`config.mk`:
```
export PLATFORM = sky130hd
export DESIGN_NAME = rv32i_decode_queue
export DESIGN_NICKNAME = d
export VERILOG_FILES = /design/src/rtl/rv32i_decode_queue.sv
export SDC_FILE = /design/constraint.sdc
export NUM_CORES = 1
export LEC_CHECK = 0
export BUFFER_PORTS_ARGS = -buffer_cell sky130_fd_sc_hd__buf_2
export CORE_UTILIZATION = 63
export CTS_BUF_LIST = sky130_fd_sc_hd__clkbuf_8 sky130_fd_sc_hd__clkbuf_16
export DETAILED_ROUTE_END_ITERATION = 8
export PLACE_DENSITY_LB_ADDON = 0.05
export SLEW_MARGIN = 20
export SYNTH_ARGS = -nofsm -noshare
export SYNTH_HDL_FRONTEND = slang
export SYNTH_SLANG_ARGS = --single-unit
```
`constraint.sdc`:
```
create_clock -name clk -period 8.7 [get_ports clk]
set_clock_uncertainty 0.2 [all_clocks]
set_input_delay 0.87 -clock clk [delete_from_list [all_inputs] [get_ports clk]]
set_output_delay 0.87 -clock clk [all_outputs]
set_load 0.02 [all_outputs]
```
`src/rtl/rv32i_decode_queue.sv`:
```
// RV32I decode stage: combinational decode of the fetch input, buffered in a
// DEPTH-entry FIFO and presented to execute from the queue head.
module rv32i_decode_queue #(
  parameter int DEPTH = 4,
  parameter int PC_W  = 32
) (
  input  logic                     clk,
  input  logic                     rst_n,
  input  logic                     flush_i,
  input  logic                     in_valid_i,
  output logic                     in_ready_o,
  input  logic [31:0]              in_inst_i,
  input  logic [PC_W-1:0]          in_pc_i,
  output logic                     out_valid_o,
  input  logic                     out_ready_i,
  output logic [PC_W-1:0]          out_pc_o,
  output logic [4:0]               rd_o,
  output logic [4:0]               rs1_o,
  output logic [4:0]               rs2_o,
  output logic [2:0]               func3_o,
  output logic [31:0]              imm_o,
  output logic [3:0]               alu_op_o,
  output logic [1:0]               op_a_sel_o,
  output logic                     alu_src_o,
  output logic [1:0]               wb_sel_o,
  output logic                     reg_write_o,
  output logic                     mem_read_o,
  output logic                     mem_write_o,
  output logic                     branch_o,
  output logic                     jump_o,
  output logic                     illegal_o,
  output logic [$clog2(DEPTH):0]   count_o
);
  localparam int AW = $clog2(DEPTH);
  localparam int CW = AW + 1;

  localparam logic [6:0] OPC_LUI    = 7'b0110111;
  localparam logic [6:0] OPC_AUIPC  = 7'b0010111;
  localparam logic [6:0] OPC_JAL    = 7'b1101111;
  localparam logic [6:0] OPC_JALR   = 7'b1100111;
  localparam logic [6:0] OPC_BRANCH = 7'b1100011;
  localparam logic [6:0] OPC_LOAD   = 7'b0000011;
  localparam logic [6:0] OPC_STORE  = 7'b0100011;
  localparam logic [6:0] OPC_OPIMM  = 7'b0010011;
  localparam logic [6:0] OPC_OP     = 7'b0110011;
  localparam logic [6:0] OPC_FENCE  = 7'b0001111;

  typedef struct packed {
    logic [PC_W-1:0] pc;
    logic [4:0]      rd;
    logic [4:0]      rs1;
    logic [4:0]      rs2;
    logic [2:0]      func3;
    logic [31:0]     imm;
    logic [3:0]      alu_op;
    logic [1:0]      op_a_sel;
    logic            alu_src;
    logic [1:0]      wb_sel;
    logic            reg_write;
    logic            mem_read;
    logic            mem_write;
    logic            branch;
    logic            jump;
    logic            illegal;
  } bundle_t;

  bundle_t dec, head;
  logic [6:0] opc, f7;
  logic [2:0] f3;
  logic [31:0] imm_i, imm_s, imm_b, imm_u, imm_j;

  assign opc = in_inst_i[6:0];
  assign f3  = in_inst_i[14:12];
  assign f7  = in_inst_i[31:25];
  assign imm_i = {{20{in_inst_i[31]}}, in_inst_i[31:20]};
  assign imm_s = {{20{in_inst_i[31]}}, in_inst_i[31:25], in_inst_i[11:7]};
  assign imm_b = {{19{in_inst_i[31]}}, in_inst_i[31], in_inst_i[7],
                  in_inst_i[30:25], in_inst_i[11:8], 1'b0};
  assign imm_u = {in_inst_i[31:12], 12'b0};
  assign imm_j = {{11{in_inst_i[31]}}, in_inst_i[31], in_inst_i[19:12],
                  in_inst_i[20], in_inst_i[30:21], 1'b0};

  always_comb begin
    dec       = '0;
    dec.pc    = in_pc_i;
    dec.rd    = in_inst_i[11:7];
    dec.rs1   = in_inst_i[19:15];
    dec.rs2   = in_inst_i[24:20];
    dec.func3 = f3;
    unique case (opc)
      OPC_LUI: begin
        dec.imm = imm_u; dec.op_a_sel = 2'd2; dec.alu_src = 1'b1; dec.reg_write = 1'b1;
      end
      OPC_AUIPC: begin
        dec.imm = imm_u; dec.op_a_sel = 2'd1; dec.alu_src = 1'b1; dec.reg_write = 1'b1;
      end
      OPC_JAL: begin
        dec.imm = imm_j; dec.op_a_sel = 2'd1; dec.alu_src = 1'b1;
        dec.wb_sel = 2'd2; dec.jump = 1'b1; dec.reg_write = 1'b1;
      end
      OPC_JALR: begin
        dec.imm = imm_i; dec.alu_src = 1'b1; dec.wb_sel = 2'd2;
        dec.jump = 1'b1; dec.reg_write = 1'b1;
        dec.illegal = (f3 != 3'b000);
      end
      OPC_BRANCH: begin
        dec.imm = imm_b; dec.branch = 1'b1;
        // Condition is resolved from func3; the ALU only needs SUB or a compare.
        unique case (f3[2:1])
          2'b00:   dec.alu_op = 4'b1000;
          2'b10:   dec.alu_op = 4'b0010;
          2'b11:   dec.alu_op = 4'b0011;
          default: dec.illegal = 1'b1;
        endcase
      end
      OPC_LOAD: begin
        dec.imm = imm_i; dec.alu_src = 1'b1; dec.wb_sel = 2'd1;
        dec.mem_read = 1'b1; dec.reg_write = 1'b1;
        dec.illegal = (f3 == 3'b011) || (f3 == 3'b110) || (f3 == 3'b111);
      end
      OPC_STORE: begin
        dec.imm = imm_s; dec.alu_src = 1'b1; dec.mem_write = 1'b1;
        dec.illegal = (f3 == 3'b011) || f3[2];
      end
      OPC_OPIMM: begin
        dec.alu_src = 1'b1; dec.reg_write = 1'b1;
        dec.alu_op = {(f3 == 3'b101) & in_inst_i[30], f3};
        if (f3 == 3'b001 || f3 == 3'b101) begin
          dec.imm = {27'b0, in_inst_i[24:20]};
          if (f3 == 3'b001) dec.illegal = (f7 != 7'b0000000);
          else              dec.illegal = (f7 != 7'b0000000) && (f7 != 7'b0100000);
        end else begin
          dec.imm = imm_i;
        end
      end
      OPC_OP: begin
        dec.reg_write = 1'b1;
        dec.alu_op = {in_inst_i[30], f3};
        if (f7 == 7'b0100000) dec.illegal = (f3 != 3'b000) && (f3 != 3'b101);
        else                  dec.illegal = (f7 != 7'b0000000);
      end
      OPC_FENCE: ;
      default: dec.illegal = 1'b1;
    endcase
    if (dec.illegal) begin
      dec.reg_write = 1'b0;
      dec.mem_read  = 1'b0;
      dec.mem_write = 1'b0;
      dec.branch    = 1'b0;
      dec.jump      = 1'b0;
    end
    if (dec.rd == 5'd0) dec.reg_write = 1'b0;
  end

  // Queue
  bundle_t         mem_q [DEPTH];
  logic [AW-1:0]   wr_ptr_q, wr_ptr_d, rd_ptr_q, rd_ptr_d;
  logic [CW-1:0]   count_q, count_d;
  logic            push, pop;

  assign in_ready_o  = (count_q != CW'(DEPTH));
  assign out_valid_o = (count_q != '0);
  assign push = in_valid_i & in_ready_o & ~flush_i;
  assign pop  = out_valid_o & out_ready_i & ~flush_i;

  always_comb begin
    wr_ptr_d = wr_ptr_q;
    rd_ptr_d = rd_ptr_q;
    count_d  = count_q;
    if (flush_i) begin
      wr_ptr_d = '0;
      rd_ptr_d = '0;
      count_d  = '0;
    end else begin
      if (push) wr_ptr_d = wr_ptr_q + 1'b1;
      if (pop)  rd_ptr_d = rd_ptr_q + 1'b1;
      unique case ({push, pop})
        2'b10:   count_d = count_q + 1'b1;
        2'b01:   count_d = count_q - 1'b1;
        default: count_d = count_q;
      endcase
    end
  end

  always_ff @(posedge clk or negedge rst_n) begin
    if (!rst_n) begin
      wr_ptr_q <= '0;
      rd_ptr_q <= '0;
      count_q  <= '0;
    end else begin
      wr_ptr_q <= wr_ptr_d;
      rd_ptr_q <= rd_ptr_d;
      count_q  <= count_d;
    end
  end

  // Storage needs no reset: every output is gated by out_valid_o.
  always_ff @(posedge clk) begin
    if (push) mem_q[wr_ptr_q] <= dec;
  end

  assign head = out_valid_o ? mem_q[rd_ptr_q] : '0;

  assign count_o     = count_q;
  assign out_pc_o    = head.pc;
  assign rd_o        = head.rd;
  assign rs1_o       = head.rs1;
  assign rs2_o       = head.rs2;
  assign func3_o     = head.func3;
  assign imm_o       = head.imm;
  assign alu_op_o    = head.alu_op;
  assign op_a_sel_o  = head.op_a_sel;
  assign alu_src_o   = head.alu_src;
  assign wb_sel_o    = head.wb_sel;
  assign reg_write_o = head.reg_write;
  assign mem_read_o  = head.mem_read;
  assign mem_write_o = head.mem_write;
  assign branch_o    = head.branch;
  assign jump_o      = head.jump;
  assign illegal_o   = head.illegal;
endmodule
```
==> summary.md <==
| Metric | Value |
|---|---|
| Status | `complete, no violations` |
| Via count | `8,053` |
| Io pins | `171` |
| Final WS setup | `roughly 4500 ps` |
| Drt drc | `0` |
| Power per cell area | `296 nW/um^2` |
| Worst setup startpoint | `rd_ptr_q[0]` |
| Clk buf depth | `3` |
| Total GRT Usage | `25.0%` |
| Setup Viol. Count Final | `0` |
| Number of global-route vias before repair | `8,390` |
| CP startpoint kind | `register` |
| Least-Margin Pin Slew | `984 ps` |
| Largest net degree at the start of global routing | `101` |
| Critical Path AT | `3120 ps` |
| Share of layout cells above drive strength 1 | `34.6%` |
| Root Buffer | `clkbuf_16` |
| Post-synth EDFFs | `around 390` |
| First-pass detailed-route iteration total | `5` |
| Iteration-0 DRC Markers | `558` |
| Critical path class | `register to output port` |
| Worst-Skew Late Latency | `about 520 ps` |
| Mapped cell area | `15,900 um^2` |
| Syn_area_per_cell | `about 20 um^2` |
| Routability cong. | `~0.86` |
| First-pass GRT wire length | `just under 50,000 um` |
| Hold Crit Start | `in_pc_i[0]` |
| Primary FF master, synth | `edfxtp_1` |
| Setup TNS | `0 ps` |
| DP Worst Slack | `4940 ps` |
| Starting Density | `64.6%` |
| Final hold violation count | `0` |
| CP endpoint kind | `output port` |
| Fill count | `about 1,500` |
| Ranking of synthesized cells by area | `edfxtp_1, mux4_2, and2_1, dfrtp_1, a21o_1` |
| Max Clock Freq | `0.239 GHz` |
| Synth warnings | `0` |
| Die width | `roughly 160 um` |
| Area share of the largest cell type after synthesis | `73.5%` |
| Syn Nets | `864` |
| Clock sinks | `between 300 and 400` |
| Worst vdd ir | `0.000390 V` |
| TritonCTS Buffers | `38` |
| GRT overflow | `0` |
| RR Startpoint | `count_o[0]` |
| Register-to-register setup slack | `5480 ps` |
| Distinct cell type count after synthesis | `54` |
| Top-count cell post-synth | `edfxtp_1` |
| Hpwl dp | `around 18,000 um` |
| Nets@finish | `1,042` |
| Post-DR vias/cell | `6.09` |
| Multi-input logic area | `3820 um^2` |
| Worst slew margin | `34.4%` |
| Final worst path period share | `48.2%` |
| Post-layout min period | `between 4000 and 5000 ps` |
| Post-synthesis instance total | `790` |
| Post-synthesis register bit count | `395` |
| Core Util, Final | `74.2%` |
| Cell Area, Placed | `around 17,000 um^2` |
| Area grow syn2layout | `14.8%` |
| Post-cts resize count | `0` |
| CP Data Required Time | `between 7000 and 8000 ps` |
| Worst Hold Class | `input pin to register` |
| Worst-path maximum fanout | `40` |
| Port Buffers | `170` |
| Seq/Total Area, Yosys | `74.6%` |
| RSZ-0062 raised after global routing | `no` |
| Core ar. | `24,500 um^2` |
| FP Rows | `57` |
| Final ANT Viol Nets | `0` |
| CTS H-tree depth | `2` |
| TritonCTS clock tree | `built` |
| Design Area, Final | `18,200 um^2` |
| Synth top cells by count | `edfxtp_1, and2_1, mux4_2` |
| Die area | `25,800 um^2` |
| Leakage | `6.46 nW` |
| Routed WL | `31,100 um` |
| CTS clk-pin slew, worst paths | `60 ps` |
| Post-synth top area cell | `edfxtp_1` |
| Initial antenna violation count | `3` |
| Register area | `11,800 um^2` |
| Post-synth ARST share | `1.77%` |
| Final Max Tran Viols | `0` |
| Die Y | `161 um` |
| DR WL/cell | `23.5 um` |
| Max-Cap Viols | `0` |
worst max-delay path, stage by stage (launching register included):
cell	delay, ps
dfrtp_4	810
buf_4	760
mux4_2	640
and2_1	190
buf_2	160
metal layers:
metal | wire [um] | vias up | global-route usage (%) | share of wire (%)
li1 | - | 3540 | - | -
met1 | 12800 | 4113 | 35.7 | 41
met2 | 15600 | 339 | 41.0 | 50
met3 | 2110 | 59 | 4.00 | 6.8
met4 | 603 | 2 | 6.71 | 1.9
met5 | 13 | - | 0 | 0.042
what timing repair did:
item	in CTS	in global routing
hold buffers	1	0
endpoints found under the hold margin	7	0
setup buffers	0	0
where the power goes:
group / leakage (nW) / switching, mW / internal (mW)
sequential: 3.65 / 0.0806 / 2.20
combinational: 2.19 / 0.920 / 0.648
clock: 0.621 / 0.650 / 0.899
registers in the layout, summed over array words and instances, names as in the netlist:
name and flops:
count_o 3, wr_ptr_q 2, mem_q 388, rd_ptr_q 2
area by class of cell:
class / count / area share [%]
Antenna cell: 2 / 0.0275
Clock buffer: 39 / 5.36
Clock inverter: 29 / 1.11
Inverter: 8 / 0.165
Multi-Input combinational cell: 345 / 21.0
Sequential cell: 395 / 65.0
Tap cell: 324 / 2.23
Timing Repair Buffer: 180 / 5.12
cell usage in the layout (no fill, tap or decap), types with 2 or more instances in the layout:
cell type  count
buf_2        170
dfrtp_4        2
clkbuf_16     39
mux4_2        97
o21ai_0        8
inv_1         17
buf_4          8
edfxtp_1     388
and2_1       108
clkinv_2       7
a21oi_1        4
ha_1           4
or4_1          2
dfrtp_1        5
a32o_1         3
nor3b_1        2
o22ai_1        2
nor2b_1        2
nand2_2        2
nor3_1         6
diode_2        2
nand3_1        6
nand2_1       14
and2_4         4
xnor2_1        2
a22o_1         6
nor2_1        19
nand2b_1       2
clkinv_1       8
xor2_1         3
nor4_1         2
bufinv_16      3
a21o_1        20
final timing paths:
path	to	cells past startpoint
worst max-delay path	rd_o[4]	4
worst min-delay path	mem_q[1][65]	1
worst max register to register	mem_q[1][56]	5
worst min register to register	wr_ptr_q[1]	2
max in group asynchronous	rd_ptr_q[1]	2
min in group asynchronous	wr_ptr_q[0]	2
per-stage QoR:
| step | cells | hold slack [ps] | power (mW) |
|---|---|---|---|
| after floorplan | 790 | 343 | 3.42 |
| after global placement | 1251 | 358 | 3.89 |
| after detailed placement | 1251 | 373 | 3.91 |
| after CTS | 1320 | 350 | 5.45 |
| after global routing | 1322 | 357 | 5.61 |
| final | 1322 | 363 | 5.40 |
kinds of logic after synthesis:
group	Yosys count	share of synthesized area, %
mux	98	13.8
buf+inv	50	1.42
flops	395	74.6
simple gates	179	6.62
fa+ha+maj	5	0.442
xor+xnor	6	0.379
compound gates	57	2.71
Power figures use the tool's default switching activity.
